`src/rtl/mram_ctrl_pkg.sv`:
```
// Shared types and constants for the MRAM bus controller: state encoding,
// default bus timing and bus widths.
package mram_ctrl_pkg;

  localparam int ADDR_W   = 20;
  localparam int DATA_W   = 16;
  localparam int TIMER_W  = 8;

  localparam int DEF_T_AS = 1;
  localparam int DEF_T_WP = 4;
  localparam int DEF_T_WH = 1;
  localparam int DEF_T_RD = 4;

  typedef enum logic [2:0] {
    IDLE,
    SETUP,
    WR_PULSE,
    WR_HOLD,
    WAIT_WDATA,
    RD_ACCESS,
    RD_GAP
  } state_t;

  // A command with no byte lanes selected means both lanes.
  function automatic logic [1:0] eff_be(input logic [1:0] be);
    return (be == 2'b00) ? 2'b11 : be;
  endfunction

endpackage

```
`src/rtl/mram_phase_timer.sv`:
```
// Loadable down-counter shared by every timed bus phase; done is high on the
// last cycle of the phase (load with length-1 on phase entry).
module mram_phase_timer
  import mram_ctrl_pkg::*;
#(
  parameter int W = TIMER_W
) (
  input  logic         FPGA_clk,
  input  logic         FPGA_rst,
  input  logic         load,
  input  logic [W-1:0] load_val,
  output logic         done
);

  logic [W-1:0] count_reg;

  always_ff @(posedge FPGA_clk) begin
    if (FPGA_rst) begin
      count_reg <= '0;
    end else if (load) begin
      count_reg <= load_val;
    end else if (count_reg != '0) begin
      count_reg <= count_reg - 1'b1;
    end
  end

  assign done = (count_reg == '0);

endmodule

```
`src/rtl/mram_bus_ctrl.sv`:
```
// Turns decoded read/write burst commands into asynchronous MRAM bus cycles.
// All bus outputs are registered from the next-state decode.
module mram_bus_ctrl
  import mram_ctrl_pkg::*;
#(
  parameter int T_AS = DEF_T_AS,
  parameter int T_WP = DEF_T_WP,
  parameter int T_WH = DEF_T_WH,
  parameter int T_RD = DEF_T_RD
) (
  input  logic              FPGA_clk,
  input  logic              FPGA_rst,
  input  logic              cmd_valid,
  output logic              cmd_ready,
  input  logic              cmd_write,
  input  logic [ADDR_W-1:0] cmd_addr,
  input  logic [DATA_W-1:0] cmd_wdata,
  input  logic [1:0]        cmd_be,
  input  logic [2:0]        cmd_burst_len,
  input  logic              wr_data_valid,
  output logic              wr_data_ready,
  input  logic [DATA_W-1:0] wr_data,
  output logic [DATA_W-1:0] rd_data,
  output logic              rd_valid,
  output logic              busy,
  output logic [ADDR_W-1:0] addr_to_MRAM,
  output logic [DATA_W-1:0] data_to_MRAM,
  input  logic [DATA_W-1:0] data_from_MRAM,
  output logic              data_oe,
  output logic              chip_en,
  output logic              write_en,
  output logic              out_en,
  output logic              lower_byte_en,
  output logic              upper_byte_en
);

  state_t              state_reg, state_next;
  logic [ADDR_W-1:0]   addr_reg, addr_next;
  logic [DATA_W-1:0]   wdata_reg, wdata_next;
  logic                write_reg, write_next;
  logic [1:0]          be_reg, be_next;
  logic [2:0]          len_reg, len_next;
  logic [2:0]          beat_reg, beat_next;
  logic                last_beat;
  logic                phase_done;
  logic                timer_load;
  logic [TIMER_W-1:0]  timer_val;

  assign last_beat = (beat_reg == len_reg);

  always_comb begin
    state_next = state_reg;
    addr_next  = addr_reg;
    wdata_next = wdata_reg;
    write_next = write_reg;
    be_next    = be_reg;
    len_next   = len_reg;
    beat_next  = beat_reg;
    case (state_reg)
      IDLE: begin
        if (cmd_valid) begin
          state_next = SETUP;
          addr_next  = cmd_addr;
          write_next = cmd_write;
          be_next    = eff_be(cmd_be);
          len_next   = cmd_burst_len;
          beat_next  = 3'd0;
          if (cmd_write) wdata_next = cmd_wdata;
        end
      end
      SETUP:     if (phase_done) state_next = write_reg ? WR_PULSE : RD_ACCESS;
      WR_PULSE:  if (phase_done) state_next = WR_HOLD;
      WR_HOLD:   if (phase_done) state_next = last_beat ? IDLE : WAIT_WDATA;
      WAIT_WDATA: begin
        if (wr_data_valid) begin
          state_next = SETUP;
          wdata_next = wr_data;
          addr_next  = addr_reg + 20'd1;
          beat_next  = beat_reg + 3'd1;
        end
      end
      RD_ACCESS: if (phase_done) state_next = RD_GAP;
      RD_GAP: begin
        if (last_beat) begin
          state_next = IDLE;
        end else begin
          state_next = SETUP;
          addr_next  = addr_reg + 20'd1;
          beat_next  = beat_reg + 3'd1;
        end
      end
      default:   state_next = IDLE;
    endcase
  end

  // Every phase change reloads the timer with the new phase length.
  always_comb begin
    timer_load = (state_next != state_reg);
    case (state_next)
      SETUP:     timer_val = TIMER_W'(T_AS - 1);
      WR_PULSE:  timer_val = TIMER_W'(T_WP - 1);
      WR_HOLD:   timer_val = TIMER_W'(T_WH - 1);
      RD_ACCESS: timer_val = TIMER_W'(T_RD - 1);
      default:   timer_val = '0;
    endcase
  end

  mram_phase_timer #(.W(TIMER_W)) u_phase_timer (
    .FPGA_clk (FPGA_clk),
    .FPGA_rst (FPGA_rst),
    .load     (timer_load),
    .load_val (timer_val),
    .done     (phase_done)
  );

  always_ff @(posedge FPGA_clk) begin
    if (FPGA_rst) begin
      state_reg     <= IDLE;
      addr_reg      <= '0;
      wdata_reg     <= '0;
      write_reg     <= 1'b0;
      be_reg        <= 2'b00;
      len_reg       <= 3'd0;
      beat_reg      <= 3'd0;
      cmd_ready     <= 1'b1;
      wr_data_ready <= 1'b0;
      busy          <= 1'b0;
      rd_data       <= '0;
      rd_valid      <= 1'b0;
      data_oe       <= 1'b0;
      chip_en       <= 1'b1;
      write_en      <= 1'b1;
      out_en        <= 1'b1;
      lower_byte_en <= 1'b1;
      upper_byte_en <= 1'b1;
    end else begin
      state_reg     <= state_next;
      addr_reg      <= addr_next;
      wdata_reg     <= wdata_next;
      write_reg     <= write_next;
      be_reg        <= be_next;
      len_reg       <= len_next;
      beat_reg      <= beat_next;
      cmd_ready     <= (state_next == IDLE);
      wr_data_ready <= (state_next == WAIT_WDATA);
      busy          <= (state_next != IDLE);
      rd_valid      <= (state_next == RD_GAP);
      data_oe       <= (state_next != IDLE) && write_next;
      chip_en       <= (state_next == IDLE);
      write_en      <= (state_next != WR_PULSE);
      out_en        <= (state_next != RD_ACCESS);
      lower_byte_en <= (state_next == IDLE) || !be_next[0];
      upper_byte_en <= (state_next == IDLE) || !be_next[1];
      if (state_reg == RD_ACCESS && phase_done) begin
        rd_data <= data_from_MRAM & {{8{be_reg[1]}}, {8{be_reg[0]}}};
      end
    end
  end

  assign addr_to_MRAM = addr_reg;
  assign data_to_MRAM = wdata_reg;

endmodule

```
`config.mk`:
```
export PLATFORM = sky130hd
export DESIGN_NAME = mram_bus_ctrl
export DESIGN_NICKNAME = d
export VERILOG_FILES = /design/src/rtl/mram_ctrl_pkg.sv /design/src/rtl/mram_phase_timer.sv /design/src/rtl/mram_bus_ctrl.sv
export SDC_FILE = /design/constraint.sdc
export NUM_CORES = 1
export LEC_CHECK = 0
export BUFFER_PORTS_ARGS = -buffer_cell sky130_fd_sc_hd__buf_2
export CORE_AREA = 2 2 113 93
export CTS_BUF_LIST = sky130_fd_sc_hd__clkbuf_4 sky130_fd_sc_hd__clkbuf_8 sky130_fd_sc_hd__clkbuf_16
export DETAILED_ROUTE_END_ITERATION = 8
export DIE_AREA = 0 0 115 95
export GPL_TIMING_DRIVEN = 0
export PLACE_DENSITY = 0.66
export SETUP_SLACK_MARGIN = 0.1
export SYNTH_ARGS = -nofsm -noshare
export SYNTH_HDL_FRONTEND = slang
export SYNTH_SLANG_ARGS = --single-unit
```
`constraint.sdc`:
```
create_clock -name FPGA_clk -period 2.5 [get_ports FPGA_clk]
set_input_delay 0.5 -clock FPGA_clk [delete_from_list [all_inputs] [get_ports FPGA_clk]]
set_output_delay 0.5 -clock FPGA_clk [all_outputs]
set_load 0.03 [all_outputs]
```
==> run summary <==
Outcome: complete, no violations
CP Cell Sequence: inv_1, ha_1, or4bb_1, or3_1, clkbuf_1, clkbuf_1, nand2_1, a21oi_1
Gate count after technology mapping: 484
RR Startpoint: u_phase_timer.count_reg[0]
GR Util All Layers: 21.6%
Kind of critical path: register to register
Die height: 95 um
Int Pwr: 0.00329 W
EDFF count, synth: 0
Worst slew pin tran: 0.732 ns
Layout Skew: 0.00915 ns
H-tree Lvls: 3
Nets: 714
Core ar.: 0.00991 mm^2
Fill count: 979
Post-route met1 wirelength: 5.25 mm
Max FFs per register: 20
Area grow syn2layout: 31.5%
Register share of total power: 32.4%
Max VDD drop: 0.458 mV
Routed WL: 11.6 mm
Largest net degree at the start of global routing: 15
Final period utilization: 89.9%
Pre-Repair DR Iteration Count: 5
Final hold vios: 0
Clock-pin slew on the worst setup and hold paths: 0.06 ns
ANT cells: 0
Met3 routed WL: 954 um
Synth unique cells: 62
WP data arrival: 2.45 ns
Setup TNS: 0 ns
Drt first-iter violations: 322
Highest metal used: met4
Clock power share: 25.8%
Clock tree buffer depth: 2
Post-Syn Area: 0.00384 mm^2
Met2 wire length: 5.25 mm
Worst path depth: 8
Register area: 0.00162 mm^2
Fmax: 0.445 GHz
GRT Residual Overflow: 0
Fraction of registers with async set/reset: 0%
#FFs+latches synth: 81
CTS buffer count: 9
R2R Path End: rd_data[8]
Register area share after synthesis: 42.3%
Power share of the combinational group: 41.8%
Worst path top cell family by delay: simple AND/OR/NAND/NOR gates
Place WS: 0.0344 ns
Switching power total: 0.00229 W
PortBufs: 138
Post-route setup slack: 0.252 ns
Syn Nets: 565
Multi-input logic area: 0.00206 mm^2
Vias in the first global route: 3899
Post-CTS Setup Repair Bufs: 0
CTS root buffer: clkbuf_16
Most frequent cells in the layout: buf_2, dfxtp_1, nand2_1
Startpoint Class: register
Power per cell area: 1110 mW/mm^2
Rel. slew slack: 51.0%
Clk Latency, worst-skew pair: 0.34 ns
Vias: 4129
Initial Utilization: 38.7%
Critical Path End: rd_data[8]
DIE AREA: 0.0109 mm^2
Initial antenna violation count: 0
Crit path max fanout: 10
CP startpoint: u_phase_timer.count_reg[0]
Die Wd: 115 um
DRC: 0
Detailed placement HPWL: 8.37 mm
Number of nets still failing antenna checks after routing: 0
WP buf/inv: 3
Setup violation total in the final timing report: 0
Worst endpoint required time: 2.70 ns
Post-CTS Resized: 1
Final worst path period need: 2.25 ns
Synthesized area per cell: 7.93 um^2
Switch share: 41.0%
Vias per inst: 5.43
YS warnings: 0
Routed len/inst: 15.2 um
I/O pins: 140
Main synth FF type: dfxtp_1
Hold-fix buffers, CTS: 0
Cell count of the worst reg-to-reg path: 8
Clk sinks: 81
HP Class: input pin to register
Max-cap violation count: 0
Final Power: 0.00558 W
CP Capture Type: register
First-pass GRT wire length: 18.7 mm
Reg2reg setup slack: 0.25 ns
RSZ-0062 raised after global routing: true
Hold_ws: 0.393 ns
Worst path slowest cell: or4bb_1
CTS tree: yes
Most common cell after layout, fill and taps aside: buf_2
FP Rows: 33
Gpl congestion: 0.869
Max Transition Viols Final: 0
LEAKAGE: 2.07 nW
Most used cell, CP: clkbuf_1
Share of cells above drive strength 1: 29.0%
Slowest stage delay, CP: 0.47 ns
stage by stage:
step / instances / area (um^2) / util (%)
CTS: 760 / 5010 / 50.6
floorplan: 484 / 3840 / -
global placement: 744 / 4680 / 47.2
global route: 760 / 5050 / 50.9
finish: 760 / 5050 / 50.9
detailed placement: 744 / 4680 / 47.2
per-layer routing:
| metal | up-vias | global-route usage, % |
|---|---|---|
| li1 | 2029 | - |
| met5 | - | 0 |
| met4 | 0 | 6.53 |
| met2 | 184 | 34.4 |
| met3 | 12 | 5.91 |
| met1 | 1904 | 28.5 |
cell usage after synthesis (all sizes together), types with 3 or more instances:
master | instances | area share, %
dfxtp | 81 | 42
nand2 | 70 | 6.8
nor2 | 59 | 5.8
a21oi | 45 | 5.9
o21ai | 31 | 4.0
clkbuf | 30 | 3.0
nand3 | 26 | 3.5
a311oi | 20 | 4.6
nor3 | 14 | 2.1
inv | 10 | 0.98
a211oi | 8 | 1.6
xnor2 | 8 | 1.8
nor4 | 7 | 1.9
or3 | 7 | 1.3
buf | 6 | 0.85
nand2b | 4 | 0.65
o22ai | 4 | 0.65
a22oi | 3 | 0.59
a31oi | 3 | 0.49
ha | 3 | 0.98
nand4 | 3 | 0.65
nor2b | 3 | 0.49
nor3b | 3 | 0.72
xor2 | 3 | 0.68
power by group through the flow:
stage / registers [W] / logic (W) / clock network, W
3_5_place_dp: 0.00182 / 0.00229 / 0
3_3_place_gp: 0.00181 / 0.00225 / 0
6_report: 0.00181 / 0.00233 / 0.00144
5_1_grt: 0.00184 / 0.00257 / 0.00151
4_1_cts: 0.00180 / 0.00230 / 0.00147
2_1_floorplan: 0.00215 / 0.00136 / 0
cells by family after synthesis:
kind of cell	count (synthesis)	share of synthesized area, %
adders and majority gates	3	0.978
buffers and inverters	46	4.79
AOI/OAI and AO/OA	133	22.3
and+or+nand+nor	208	26.6
DFF	81	42.3
muxes	2	0.522
xor gates and xnor gates	11	2.51
worst register-to-register path: cells and delay by family, from the launching register on:
| kind | cells | cell delay [ns] |
|---|---|---|
| flops | 1 | 0.31 |
| buf+inv | 3 | 0.59 |
| fa+ha+maj | 1 | 0.21 |
| compound gates | 1 | 0.07 |
| simple gates | 3 | 0.94 |
how the worst min path moves through the flow:
stage / startpoint / to / slack [ns] / cells past startpoint
floorplan: len_reg[0] / len_reg[0] / 0.45 / 2
global placement: rd_data[15] / rd_data[15] / 0.44 / 2
detailed placement: rd_data[0] / rd_data[0] / 0.44 / 2
CTS: cmd_be[1] / be_reg[0] / 0.38 / 2
global route: cmd_be[1] / be_reg[0] / 0.39 / 2
finish: cmd_be[1] / be_reg[0] / 0.39 / 2
layout make-up:
cell class	count	area share [%]
clock buffer	10	4.74
tap	122	3.03
timing repair buffer	138	13.7
multi-input combinational	357	40.9
sequential	81	32.2
inverter	10	0.744
clock inverter	6	1.76
buffer	36	2.98
Note: power is estimated with default switching activity, not from simulation.
